File: src/rtl/scalar_lsu.sv
// Scalar load/store unit: one outstanding memory access per warp, issued in
// WARP_WAIT, completed on a ready handshake, and released on WARP_UPDATE.
`ifndef DATA_WIDTH
`define DATA_WIDTH 32
`endif

package scalar_lsu_pkg;
  typedef enum logic [2:0] {
    WARP_IDLE    = 3'd0,
    WARP_FETCH   = 3'd1,
    WARP_DECODE  = 3'd2,
    WARP_REQUEST = 3'd3,
    WARP_WAIT    = 3'd4,
    WARP_EXECUTE = 3'd5,
    WARP_UPDATE  = 3'd6,
    WARP_DONE    = 3'd7
  } warp_state_t;

  typedef enum logic [1:0] {
    LSU_IDLE       = 2'd0,
    LSU_REQUESTING = 2'd1,
    LSU_WAITING    = 2'd2,
    LSU_DONE       = 2'd3
  } lsu_state_t;
endpackage

module scalar_lsu
  import scalar_lsu_pkg::*;
#(
  parameter int DATA_WIDTH    = `DATA_WIDTH,
  parameter int ADDRESS_WIDTH = `DATA_WIDTH
) (
  input  logic                     clk,
  input  logic                     reset,
  input  logic                     enable,
  input  warp_state_t              warp_state,
  input  logic                     decoded_mem_read_enable,
  input  logic                     decoded_mem_write_enable,
  input  logic [DATA_WIDTH-1:0]    decoded_immediate,
  input  logic [DATA_WIDTH-1:0]    rs1,
  input  logic [DATA_WIDTH-1:0]    rs2,
  output logic                     mem_read_valid,
  output logic [ADDRESS_WIDTH-1:0] mem_read_address,
  input  logic                     mem_read_ready,
  input  logic [DATA_WIDTH-1:0]    mem_read_data,
  output logic                     mem_write_valid,
  output logic [ADDRESS_WIDTH-1:0] mem_write_address,
  output logic [DATA_WIDTH-1:0]    mem_write_data,
  input  logic                     mem_write_ready,
  output logic [1:0]               lsu_state,
  output logic [DATA_WIDTH-1:0]    lsu_out
);

  lsu_state_t               state_r, state_s;
  logic                     is_load_r, is_load_s;
  logic                     read_valid_r, read_valid_s;
  logic                     write_valid_r, write_valid_s;
  logic [ADDRESS_WIDTH-1:0] read_address_r, read_address_s;
  logic [ADDRESS_WIDTH-1:0] write_address_r, write_address_s;
  logic [DATA_WIDTH-1:0]    write_data_r, write_data_s;
  logic [DATA_WIDTH-1:0]    lsu_out_r, lsu_out_s;
  logic [ADDRESS_WIDTH-1:0] effective_address_s;

  // The immediate is signed; the sum wraps modulo the address width.
  assign effective_address_s = ADDRESS_WIDTH'(rs1) + ADDRESS_WIDTH'($signed(decoded_immediate));

  // Next-state and next-output computation; everything holds unless enabled.
  always_comb begin
    state_s         = state_r;
    is_load_s       = is_load_r;
    read_valid_s    = read_valid_r;
    write_valid_s   = write_valid_r;
    read_address_s  = read_address_r;
    write_address_s = write_address_r;
    write_data_s    = write_data_r;
    lsu_out_s       = lsu_out_r;
    if (enable) begin
      case (state_r)
        LSU_IDLE: begin
          if ((warp_state == WARP_WAIT) &&
              (decoded_mem_read_enable || decoded_mem_write_enable)) begin
            state_s   = LSU_REQUESTING;
            is_load_s = decoded_mem_read_enable;
            // A load wins when both enables are set.
            if (decoded_mem_read_enable) begin
              read_address_s = effective_address_s;
              read_valid_s   = 1'b1;
            end else begin
              write_address_s = effective_address_s;
              write_data_s    = rs2;
              write_valid_s   = 1'b1;
            end
          end else begin
            state_s = LSU_IDLE;
          end
        end
        LSU_REQUESTING: begin
          state_s = LSU_WAITING;
        end
        LSU_WAITING: begin
          if (is_load_r) begin
            if (mem_read_ready) begin
              lsu_out_s    = mem_read_data;
              read_valid_s = 1'b0;
              state_s      = LSU_DONE;
            end else begin
              state_s = LSU_WAITING;
            end
          end else begin
            if (mem_write_ready) begin
              write_valid_s = 1'b0;
              state_s       = LSU_DONE;
            end else begin
              state_s = LSU_WAITING;
            end
          end
        end
        LSU_DONE: begin
          if (warp_state == WARP_UPDATE) begin
            state_s = LSU_IDLE;
          end else begin
            state_s = LSU_DONE;
          end
        end
        default: begin
          state_s       = LSU_IDLE;
          read_valid_s  = 1'b0;
          write_valid_s = 1'b0;
        end
      endcase
    end else begin
      state_s = state_r;
    end
  end

  // State and output registers with asynchronous clear.
  always_ff @(posedge clk or negedge reset) begin
    if (!reset) begin
      state_r         <= LSU_IDLE;
      is_load_r       <= 1'b0;
      read_valid_r    <= 1'b0;
      write_valid_r   <= 1'b0;
      read_address_r  <= '0;
      write_address_r <= '0;
      write_data_r    <= '0;
      lsu_out_r       <= '0;
    end else begin
      state_r         <= state_s;
      is_load_r       <= is_load_s;
      read_valid_r    <= read_valid_s;
      write_valid_r   <= write_valid_s;
      read_address_r  <= read_address_s;
      write_address_r <= write_address_s;
      write_data_r    <= write_data_s;
      lsu_out_r       <= lsu_out_s;
    end
  end

  assign lsu_state         = state_r;
  assign mem_read_valid    = read_valid_r;
  assign mem_read_address  = read_address_r;
  assign mem_write_valid   = write_valid_r;
  assign mem_write_address = write_address_r;
  assign mem_write_data    = write_data_r;
  assign lsu_out           = lsu_out_r;

endmodule
File: config.mk
export PLATFORM = sky130hd
export DESIGN_NAME = scalar_lsu
export DESIGN_NICKNAME = d
export VERILOG_FILES = /design/src/rtl/scalar_lsu.sv
export SDC_FILE = /design/constraint.sdc
export NUM_CORES = 1
export LEC_CHECK = 0
export ABC_AREA = 1
export BUFFER_PORTS_ARGS = -buffer_cell sky130_fd_sc_hd__buf_4
export CORE_UTILIZATION = 30
export CTS_BUF_LIST = sky130_fd_sc_hd__clkbuf_4
export DETAILED_ROUTE_END_ITERATION = 16
export PLACE_DENSITY = 0.61
export SETUP_SLACK_MARGIN = 0.3
export SYNTH_ARGS = -nofsm -noshare
export SYNTH_HDL_FRONTEND = slang
export SYNTH_SLANG_ARGS = --single-unit
File: constraint.sdc
create_clock -name clk -period 2.02 [get_ports clk]
set_input_delay 0.404 -clock clk [delete_from_list [all_inputs] [get_ports clk]]
set_output_delay 0.404 -clock clk [all_outputs]
set_load 0.005 [all_outputs]
==> impl_results.md <==
* Largest net degree at the start of global routing at 51
* Initial Utilization at 30.6%
* Die X at 160 µm
* DP Wirelength at 18800 µm
* Die H at 160 µm
* Outcome: finished, final reports clean
* Crit share post-route at 79.0%
* FFs w/ async S/R, synth at 100%
* Syn_nets at 1166
* Leak at 6.15 nW
* Die area at 25500 µm²
* Core box area at 24300 µm²
* Htree depth at 4
* Max frequency at 627 MHz
* Ys Warns at 0
* IO Port Bufs at 269
* MaxCap Viol Count at 0
* Pwr Density at 977 nW/µm²
* Row Count at 57
* Top FF cell, synth: dfrtp_1
* Initial antenna violation count at 1
* Final hold viol count at 0
* WL final at 23800 µm
* Min-delay worst type: in -> reg
* CP Launch Type: register
* Commonest non-fill, non-tap cell in the layout: nand2_1
* Slew Limit Fails at 0
* Leading cell types in the layout, fill and taps excluded: 481 x nand2_1, 303 x buf_4, 131 x dfrtp_1
* Worst VDD drop at 0.000403 V
* Setup Viol. Count Final at 0
* Area growth syn-to-layout at 41.6%
* Fin Clk Skew at 0.0244 ns
* Post-synth cell types at 27
* CTS buffer count at 17
* Final Wtd Congestion at 0.886
* Vias in the first global route at 7185
* Avg Cell Area, Syn at 7.48 µm²
* CTS Sinks at 133
* Total vias in the final route at 7305
* Worst Setup Slack, final at 0.425 ns
* Worst-skew pair later-pin latency at 0.54 ns
* Drt initial violations at 334
* Worst slew pin tran at 0.504 ns
* GRT overflow at 0
* CP Data Arrival Time at 2.01 ns
* Routed Antenna Nets at 0
* Sequential area share after synthesis at 44.7%
* Layout Nets at 1483
* CTS Root Cell: clkbuf_4
* Vias per cell at 4.42
* Gate Count Post-Synth at 996
* Drt pass-1 iters at 5
* Min Tclk post-route at 1.60 ns
* Yosys reg bits at 133
* Clk buf depth at 2
* First-pass GRT wire length at 37900 µm
* Tot GR Track Use at 19.0%
* Clk slew on worst S/H paths at 0.13 ns
* Req. time, crit path at 2.43 ns
* Drt wl/cell at 14.4 µm
* DRC viols at 0
* Final Util at 43.4%
* Worst slew margin at 66.4%
* Endpoint class of the critical path: register
* Dpl ws at -0.0815 ns
* Cell Area, Synth at 7450 µm²
* Worst Path Max Fanout at 33
* Critical Setup Path Class: reg -> reg
* Unrepaired setup endpoints after global routing: no
* I/O Pins at 270
* Share of layout cells above drive strength 1 at 27.5%
* CTS tree: yes
* Number of synthesized flops with an enable pin at 0
* Setup TNS at 0 ns
* Postcts setup bufs at 0
==> per-layer routing <==
metal	vias up	wire (µm)	global-route usage, %
met5	-	0	0
met4	0	340	5.59
met3	25	1280	3.67
met2	238	11500	32.6
met1	3329	10700	24.2
li1	3713	-	-
==> final timing paths <==
kind,cells past startpoint,slack (ns),start,to
worst max-delay path,5,0.42,lsu_state[0],lsu_out[31]
max in group asynchronous,3,1.00,reset,mem_read_address[5]
worst max register to register,5,0.42,lsu_state[0],lsu_out[31]
min in group asynchronous,2,0.39,reset,mem_write_data[29]
worst min-delay path,3,0.06,rs2[6],mem_write_data[6]
worst min register to register,2,0.49,mem_read_address[8],mem_read_address[8]
==> synthesized netlist by cell type, types with 6 or more instances <==
cell type	number	share of area (%)
dfrtp_1	133	45
nor2_1	40	2.0
a21oi_1	25	1.7
mux2_1	29	4.4
nand3_1	67	4.5
nand2_1	482	24
inv_1	116	5.8
buf_2	6	0.40
xor2_1	13	1.5
buf_4	9	0.91
buf_6	6	0.91
ha_1	31	5.2
==> report_power, final <==
group	internal (W)	switching [W]	total [W]
combinational	0.00226	0.00185	0.00411
clock	0.000765	0.00110	0.00187
sequential	0.00371	0.000625	0.00434
total	0.00674	0.00357	0.0103
==> cell type report <==
class | instances | area, µm²
Inverter | 119 | 447
Timing Repair Buffer | 321 | 2540
Fill cell | 2476 | 13800
Multi-Input combinational cell | 721 | 3540
Sequential cell | 133 | 3330
Tap cell | 324 | 405
Antenna cell | 1 | 2.50
Clock buffer | 18 | 135
Clock inverter | 14 | 153
==> through the flow <==
step / total power [W] / hold slack, ns / std cells / cell area [µm²]
final: 0.0103 / 0.0644 / 1651 / 10500
after global placement: 0.00850 / 0.394 / 1609 / 10200
after CTS: 0.0105 / 0.0000945 / 1649 / 10500
after detailed placement: 0.00856 / 0.398 / 1609 / 10200
after global routing: 0.0111 / 0.00746 / 1651 / 10500
after floorplan: 0.00587 / 0.108 / 996 / 7480
==> flip-flops by register name (all words and copies together), names as in the netlist <==
| signal | flops |
|---|---|
| mem_read_valid | 1 |
| mem_write_valid | 1 |
| mem_write_address | 32 |
| is_load_r | 1 |
| lsu_out | 32 |
| lsu_state | 2 |
| mem_write_data | 32 |
| mem_read_address | 32 |
==> critical path, stage by stage, from the launching register on <==
cell and delay, ns:
dfrtp_2 0.48, nor2_2 0.14, nand3_1 0.16, nor2_4 0.14, buf_12 0.22, mux2_2 0.36
==> logic make-up after synthesis <==
family / count (synthesis) / synth area share, %
AND/OR/NAND/NOR: 607 / 32.4
buffers and inverters: 142 / 8.31
flip-flops: 133 / 44.7
AO/OA/AOI/OAI: 35 / 2.49
multiplexers: 32 / 4.84
adder cells (fa/ha/maj): 32 / 5.48
XOR/XNOR: 15 / 1.76
==> what timing repair did <==
item	in CTS	in global routing
gates resized for setup	0	3
hold endpoints to repair	53	1
hold buffers	8	1
endpoints found under the setup margin	0	23
No activity file was read; power rests on OpenSTA's default activity.
